`config.mk`:
```
export PLATFORM = sky130hd
export DESIGN_NAME = spi_slave
export DESIGN_NICKNAME = d
export VERILOG_FILES = /design/src/rtl/spi_slave.sv
export SDC_FILE = /design/constraint.sdc
export NUM_CORES = 1
export LEC_CHECK = 0
export ABC_AREA = 1
export BUFFER_PORTS_ARGS = -buffer_cell sky130_fd_sc_hd__buf_2
export CAP_MARGIN = 20
export CORE_ASPECT_RATIO = 2
export CORE_MARGIN = 3
export CORE_UTILIZATION = 25
export DETAILED_ROUTE_END_ITERATION = 10
export PLACE_DENSITY_LB_ADDON = 0.12
export SYNTH_ARGS = -nofsm -noshare
export SYNTH_HDL_FRONTEND = slang
export SYNTH_SLANG_ARGS = --single-unit
export TNS_END_PERCENT = 1
```
`constraint.sdc`:
```
create_clock -name clk -period 1.55 [get_ports clk]
set_input_delay 0.31 -clock clk [delete_from_list [all_inputs] [get_ports clk]]
set_output_delay 0.31 -clock clk [all_outputs]
set_load 0.01 [all_outputs]
```
`src/rtl/spi_slave.sv`:
```
// SPI mode-0, MSB-first responder. Pins are synchronized into clk and one DATA_WIDTH frame is shifted per ss_n assertion.
// Optional macro SPI_SLAVE_FRAME_ERR_EN adds a frame_err pulse output for aborted or over-clocked frames.
module spi_slave #(
  parameter int DATA_WIDTH  = 8,
  parameter int SYNC_STAGES = 2
) (
  input  logic                  clk,
  input  logic                  rst_n,
  input  logic [DATA_WIDTH-1:0] tx_data,
  input  logic                  tx_load,
  output logic                  tx_ready,
  output logic [DATA_WIDTH-1:0] rx_data,
  output logic                  rx_valid,
  output logic                  busy,
  input  logic                  sclk,
  input  logic                  ss_n,
  input  logic                  mosi,
  output logic                  miso
`ifdef SPI_SLAVE_FRAME_ERR_EN
  ,
  output logic                  frame_err
`endif
);

  localparam int CNT_W = $clog2(DATA_WIDTH) + 1;
  localparam logic [CNT_W-1:0] CNT_FULL = CNT_W'(DATA_WIDTH);

  typedef enum logic [1:0] {IDLE, SHIFT, HOLD} state_t;

  state_t                  state_q, state_d;
  logic [SYNC_STAGES-1:0]  sclk_sync_q, sclk_sync_d;
  logic [SYNC_STAGES-1:0]  ss_sync_q, ss_sync_d;
  logic [SYNC_STAGES-1:0]  mosi_sync_q, mosi_sync_d;
  logic                    sclk_prev_q, sclk_prev_d;
  logic                    ss_prev_q, ss_prev_d;
  logic [CNT_W-1:0]        cnt_q, cnt_d;
  logic [DATA_WIDTH-1:0]   hold_q, hold_d;
  logic [DATA_WIDTH-1:0]   tx_shift_q, tx_shift_d;
  logic [DATA_WIDTH-1:0]   rx_shift_q, rx_shift_d;
  logic [DATA_WIDTH-1:0]   rx_data_q, rx_data_d;
  logic                    rx_valid_q, rx_valid_d;
  logic                    tx_ready_q, tx_ready_d;
`ifdef SPI_SLAVE_FRAME_ERR_EN
  logic                    frame_err_q, frame_err_d;
  logic                    extra_q, extra_d;
`endif

  logic sclk_s, ss_s, mosi_s;
  logic sclk_rise, sclk_fall, ss_rise, ss_fall;

  assign sclk_s    = sclk_sync_q[SYNC_STAGES-1];
  assign ss_s      = ss_sync_q[SYNC_STAGES-1];
  assign mosi_s    = mosi_sync_q[SYNC_STAGES-1];
  assign sclk_rise = sclk_s & ~sclk_prev_q;
  assign sclk_fall = ~sclk_s & sclk_prev_q;
  assign ss_rise   = ss_s & ~ss_prev_q;
  assign ss_fall   = ~ss_s & ss_prev_q;

  always_comb begin
    state_d     = state_q;
    sclk_sync_d = {sclk_sync_q[SYNC_STAGES-2:0], sclk};
    ss_sync_d   = {ss_sync_q[SYNC_STAGES-2:0], ss_n};
    mosi_sync_d = {mosi_sync_q[SYNC_STAGES-2:0], mosi};
    sclk_prev_d = sclk_s;
    ss_prev_d   = ss_s;
    cnt_d       = cnt_q;
    hold_d      = tx_load ? tx_data : hold_q;
    tx_shift_d  = tx_shift_q;
    rx_shift_d  = rx_shift_q;
    rx_data_d   = rx_data_q;
    rx_valid_d  = 1'b0;
    tx_ready_d  = tx_ready_q;
`ifdef SPI_SLAVE_FRAME_ERR_EN
    frame_err_d = 1'b0;
    extra_d     = extra_q;
`endif
    case (state_q)
      IDLE: begin
`ifdef SPI_SLAVE_FRAME_ERR_EN
        extra_d = 1'b0;
`endif
        if (ss_fall) begin
          tx_shift_d = hold_q;
          cnt_d      = '0;
          tx_ready_d = 1'b1;
          state_d    = SHIFT;
        end
      end
      SHIFT: begin
        // A full count wins over a coincident ss_n rise so a complete frame is never dropped.
        if (cnt_q == CNT_FULL) begin
          rx_data_d  = rx_shift_q;
          rx_valid_d = 1'b1;
          state_d    = ss_rise ? IDLE : HOLD;
        end else if (ss_rise) begin
`ifdef SPI_SLAVE_FRAME_ERR_EN
          frame_err_d = (cnt_q != '0);
`endif
          cnt_d   = '0;
          state_d = IDLE;
        end else begin
          if (sclk_rise) begin
            rx_shift_d = {rx_shift_q[DATA_WIDTH-2:0], mosi_s};
            cnt_d      = cnt_q + CNT_W'(1);
          end
          if (sclk_fall) begin
            tx_shift_d = {tx_shift_q[DATA_WIDTH-2:0], 1'b0};
          end
        end
      end
      HOLD: begin
`ifdef SPI_SLAVE_FRAME_ERR_EN
        if (sclk_rise && !extra_q) begin
          frame_err_d = 1'b1;
          extra_d     = 1'b1;
        end
`endif
        if (ss_rise) begin
          state_d = IDLE;
        end
      end
      default: state_d = IDLE;
    endcase
    // A load in the same cycle as frame start still leaves the new word pending.
    if (tx_load) begin
      tx_ready_d = 1'b0;
    end
  end

  always_ff @(posedge clk or negedge rst_n) begin
    if (!rst_n) begin
      state_q     <= IDLE;
      sclk_sync_q <= '0;
      ss_sync_q   <= '1;
      mosi_sync_q <= '0;
      sclk_prev_q <= 1'b0;
      ss_prev_q   <= 1'b1;
      cnt_q       <= '0;
      hold_q      <= '0;
      tx_shift_q  <= '0;
      rx_shift_q  <= '0;
      rx_data_q   <= '0;
      rx_valid_q  <= 1'b0;
      tx_ready_q  <= 1'b1;
`ifdef SPI_SLAVE_FRAME_ERR_EN
      frame_err_q <= 1'b0;
      extra_q     <= 1'b0;
`endif
    end else begin
      state_q     <= state_d;
      sclk_sync_q <= sclk_sync_d;
      ss_sync_q   <= ss_sync_d;
      mosi_sync_q <= mosi_sync_d;
      sclk_prev_q <= sclk_prev_d;
      ss_prev_q   <= ss_prev_d;
      cnt_q       <= cnt_d;
      hold_q      <= hold_d;
      tx_shift_q  <= tx_shift_d;
      rx_shift_q  <= rx_shift_d;
      rx_data_q   <= rx_data_d;
      rx_valid_q  <= rx_valid_d;
      tx_ready_q  <= tx_ready_d;
`ifdef SPI_SLAVE_FRAME_ERR_EN
      frame_err_q <= frame_err_d;
      extra_q     <= extra_d;
`endif
    end
  end

  assign rx_data  = rx_data_q;
  assign rx_valid = rx_valid_q;
  assign tx_ready = tx_ready_q;
  assign busy     = (state_q != IDLE);
  assign miso     = (!ss_s && state_q != IDLE) ? tx_shift_q[DATA_WIDTH-1] : 1'b0;
`ifdef SPI_SLAVE_FRAME_ERR_EN
  assign frame_err = frame_err_q;
`endif

endmodule

```
# Word level (Yosys, flattened, before mapping)
# Cells that the tools add are included.
dict set report classes {
  addsub 1
  bitwise_logic 10
  mux 21
  n_eq_ne 8
  reduce_logical 12
}
# cell count
set op_table {}
lappend op_table {{2-to-1 mux 8 bit} 4}
lappend op_table {{2-to-1 mux 4 bit} 4}
lappend op_table {{case mux 8 bit (2 select lines)} 1}
lappend op_table {{2-to-1 mux 2 bit} 4}
lappend op_table {{!= test 2 bit, second input constant} 4}
lappend op_table {{case mux 4 bit (2 select lines)} 1}
lappend op_table {{AND reduction 4 bit} 2}
lappend op_table {{nonzero test 2 bit} 4}
lappend op_table {{2-to-1 mux 1 bit} 6}
lappend op_table {{inverter 1 bit} 6}
lappend op_table {{case mux 2 bit (3 select lines)} 1}
lappend op_table {{AND reduction 5 bit} 1}
lappend op_table {{adder 4 x 1 -> 4 bit, second input constant} 1}
lappend op_table {{AND 1 bit} 4}
lappend op_table {{equality test 4 bit, second input constant} 1}
lappend op_table {{AND reduction 2 bit} 2}
lappend op_table {{!= test 3 bit, second input constant} 1}
lappend op_table {{equality test 2 x 1 -> 1 bit, second input constant} 1}
lappend op_table {{equality test 2 bit, second input constant} 1}
lappend op_table {{logical NOT 2 bit} 1}
lappend op_table {{logical AND 1 bit} 1}
lappend op_table {{logical NOT 1 bit} 1}
dict set report totals {
  output_inout_bits 12
  ff_bits 48
  input_bits 14
}

# Depth between registers and ports, before layout
dict set report logic_depth {
  word_depth 6
  ltp_mapped 9
  depth_no_buf 9
}

# Least setup slack after synthesis
# OpenSTA, ideal clock, no wires.
dict set report synth_path {
  path_kind {flip-flop to flip-flop}
  startpoint {register ss_prev_q}
  endpoint {register tx_shift_q[0]}
  setup_ns 0.119
  synth_period_minus_slack_ns 1.404
  path_buffers 0
  stages_incl_launch_ff 8
  arrival_time_ns 1.285
  path_slack_ns 0.146
  path_cell_list {dfstp_2 > inv_1 > nand2_1 > nand2_1 > nand2_2 > nand4_1 > nand2_1 > nand2_1}
}
dict set report synth_between {
  elab_chain_len 4
  word_cells_on_any_way 6
  classes_between {eq/ne (2); bitwise (3); reduce/logical (1)}
}
# element line
set synth_rtl {}
lappend synth_rtl {{from (decl)} 35} ;# logic ss_prev_q, ss_prev_d;
lappend synth_rtl {{from (signal assigned)} 155} ;# ss_prev_q <= ss_prev_d;
lappend synth_rtl {{inverter 1 bit} 56} ;# assign ss_rise = ss_s & ~ss_prev_q;
lappend synth_rtl {{AND 1 bit} 56}
lappend synth_rtl {{!= test 2 bit (no line)} -}
lappend synth_rtl {{AND reduction 5 bit (no line) *} -}
lappend synth_rtl {{to (signal assigned)} 158} ;# tx_shift_q <= tx_shift_d;
lappend synth_rtl {{to (decl)} 38} ;# logic [DATA_WIDTH-1:0] tx_shift_q, tx_shift_d;
# Every way passes the cells marked *; elsewhere a longest branch is shown, timed or not.
# A chain may end at the register's enable or synchronous reset.

# Worst setup path in the final report
dict set report layout_path {
  startpoint {register state_q[0]}
  endpoint {output miso}
}
dict set report layout_between {
  elab_chain_len 3
}
# element line
set layout_rtl {}
lappend layout_rtl {{from (decl)} 30} ;# state_t state_q, state_d;
lappend layout_rtl {{from (signal assigned)} 150} ;# state_q <= state_d;
lappend layout_rtl {{nonzero test 2 bit} 174} ;# assign miso = (!ss_s && state_q != IDLE) ? tx_shift_q[DATA_WIDTH-1] : 1'b0;
lappend layout_rtl {{logical AND 1 bit} 174}
lappend layout_rtl {{2-to-1 mux 1 bit} 174}
lappend layout_rtl {{to (decl)} 18} ;# output logic miso
# Every way passes these cells.

==> run_results.csv <==
group,metric,value,unit
run_status,run_status,"finished, final reports clean",
detailed_routing,via_per_inst,4.50,
global_routing,grt_max_degree,36,
timing,skew,0.00872,ns
floorplanning,start_util,26.3,%
detailed_routing,drtPass1Iterations,4,
detailed_routing,drt-total-wl,4.55,mm
timing,worst_pin_slew,0.396,ns
place,pre_cts_ws,0.0101,ns
critical_path,crit_type,"reg2out",
critical_path,crit_path_max_fanout,5,
yosys,synth.yosys.warnings,0,
yosys,yosysUniqueCellTypes,23,
global_routing,antenna_found_initial,0,
floorplanning,io_pins,26,
global_routing,grt_overflow_total,0,
clocking,path_clk_slew,0.06,ns
floorplanning,die_y,133,um
clocking,cts_tree,"yes",
timing,max_freq,0.679,GHz
critical_path,cp-startpoint,"state_q[0]",
global_routing,grtUsageMet3,2.42,%
yosys,synthesis.area,2030,sq um
global_routing,grtUsageMet2,19.4,%
min_path,hold_path.class,"in2reg",
detailed_routing,route.vias.total,1547,
timing,tns,0,ns
timing,whs,0.114,ns
power,p_total,0.00332,W
critical_path,crit_required,1.24,ns
place,post-dp-hpwl,3.33,mm
power,p_clk_share,33.9,%
critical_path,worstPathArrival,1.16,ns
floorplanning,die_x,69.7,um
timing,hold_viol_final,0,
power,p_int,0.00235,W
clocking,clock_latency,0.29,ns
timing,final.min_clock_period,1.47,ns
power,swShare,29.2,%
yosys,synth.yosys.seq_area_share,59.5,%
layout,drive_gt1_share,27.6,%
power,p_comb_share,18.6,%
yosys,syn_inst,211,
timing,slew_violations,0,
global_routing,busiest_layer,"met2",
critical_path,reg2reg_depth,8,
timing,setup_violations,0,
floorplanning,die_area,9280,sq um
critical_path,crit_end,"miso",
yosys,synth.avg_cell_area,9.60,sq um
power,p_switching,0.000967,W
power,p_leak,1.27,nW
critical_path,r2r-end,"tx_shift_q[7]",
floorplanning,core-area,7710,sq um
detailed_routing,drt-initial-drc-count,65,
detailed_routing,wire_per_inst,13.2,um
power,pwr-share-seq,47.4,%
clocking,cts_max_path_buffers,2,
yosys,syn_nets,227,
flow_run,max_cap_viol_count,0,
layout,final_nets,265,
critical_path,cp-end-kind,"output port",
layout,diodes,0,
clocking,htreeDepth,2,
timing,min_period_over_period,95.0,%
global_routing,grt_pass1_wl,7.70,mm
clocking,numCtsBuffers,5,
layout,syn_to_final_growth,25.8,%
clocking,cts.sinks,48,
global_routing,first_global_vias,1517,
timing,max_slew_margin,73.6,%
critical_path,timing.rr.start,"ss_prev_q",
critical_path,critPathLaunchType,"flop",
place,place.gp.congestion,0.765,
timing,fin_ws,0.0775,ns
global_routing,grt_usage,10.6,%
detailed_routing,drtAntennaViolNets,0,
layout,layout_commonest_cell,"nand2_1",
place,io_buffers,25,
yosys,synth_seq_cells,48,
power,power.density,1300,nW/um^2
critical_path,reg2reg_slack,0.11,ns
clocking,cts-root-buf,"clkbuf_16",
floorplanning,rows,45,
detailed_routing,drc,0,
layout,final_cell_mix,"nand2_1 (64), dfrtp_1 (42), buf_2 (25)",
global_routing,gr-usage-met1,11.1,%
power,peakVddDrop,0.000555,V
-- flip-flops by register name, summed over array words and instances (netlist names) --
signal       cells
hold_q           8
rx_data          8
rx_shift_q       8
tx_shift_q       8
cnt_q            4
mosi_sync_q      2
sclk_sync_q      2
ss_sync_q        2
state_q          2
rx_valid         1
sclk_prev_q      1
ss_prev_q        1
tx_ready         1
-- logic make-up (layout without fill, tap and decap cells) --
logic type | Yosys count | after routing | share of synthesized area, %
AND/OR/NAND/NOR | 97 | 97 | 20.7
flip-flops | 48 | 48 | 59.5
AO/OA/AOI/OAI | 29 | 29 | 8.03
buffers and inverters | 26 | 65 | 5.62
multiplexers | 8 | 8 | 4.45
adder cells (fa/ha/maj) | 2 | 2 | 1.24
XOR/XNOR | 1 | 1 | 0.432
-- worst min path at each step --
stage               start  depth (start not counted)            to
finish               ss_n                          1  ss_sync_q[0]
global route         ss_n                          1  ss_sync_q[0]
detailed placement  rst_n                          1    rx_data[6]
CTS                  ss_n                          1  ss_sync_q[0]
global placement    rst_n                          1    rx_data[6]
floorplan           rst_n                          0      cnt_q[0]
-- area by class of cell --
cell class	instances	area, sq um
clock buffer	6	139
sequential	48	1210
tap	94	118
multi-input combinational	137	737
timing repair buffer	37	255
clock inverter	2	15.0
fill	826	5170
inverter	20	75.1
-- Yosys cell counts --
library cell / instances / area share (%)
nand2_1: 66 / 12
dfrtp_1: 44 / 54
inv_1: 19 / 3.5
o21ai_0: 16 / 4.0
nand4_1: 11 / 3.4
mux2_2: 8 / 4.4
nor2_1: 8 / 1.5
nand3_1: 7 / 1.7
o31ai_1: 7 / 2.6
dfstp_2: 4 / 5.2
a21oi_1: 3 / 0.74
o21ai_1: 3 / 0.74
buf_6: 2 / 1.1
clkbuf_1: 2 / 0.37
ha_1: 2 / 1.2
nand2_2: 2 / 0.62
buf_1: 1 / 0.19
buf_2: 1 / 0.25
inv_2: 1 / 0.19
nand2_4: 1 / 0.56
nand3b_1: 1 / 0.37
nor2_2: 1 / 0.31
xor2_1: 1 / 0.43
-- routing by layer --
| metal | share of wire [%] | vias to the layer above |
|---|---|---|
| met2 | 56 | 29 |
| li1 | - | 765 |
| met3 | 3.1 | 7 |
| met5 | 0 | - |
| met4 | 2.3 | 0 |
| met1 | 39 | 746 |
-- critical path: stages, from the launching register on --
cell and delay, ns:
dfrtp_2 0.46, nor2_4 0.14, inv_1 0.06, nand2_1 0.05, nor2_1 0.03, buf_2 0.13
-- power by group through the flow --
| stage | Clock [W] | Combinational (W) | Sequential, W |
|---|---|---|---|
| after global routing | 0.00121 | 0.000715 | 0.00160 |
| after global placement | 0 | 0.000608 | 0.00159 |
| after floorplan | 0 | 0.000409 | 0.00156 |
| after detailed placement | 0 | 0.000610 | 0.00159 |
| final | 0.00113 | 0.000617 | 0.00157 |
| after CTS | 0.00117 | 0.000617 | 0.00157 |
-- what timing repair did --
action                                  CTS  global route
endpoints found under the hold margin    13             0
gates resized for setup                   0            11
endpoints found under the setup margin    8            22
hold buffers                              1             0
buffers inserted                          0             1
-- through the flow --
step / cell area, sq um / util [%] / cells
floorplan: 2030 / - / 211
finish: 2550 / 33.0 / 344
detailed placement: 2340 / 30.4 / 334
global placement: 2340 / 30.4 / 334
global route: 2550 / 33.0 / 344
CTS: 2510 / 32.5 / 343
(Power assumes the default switching activity.)
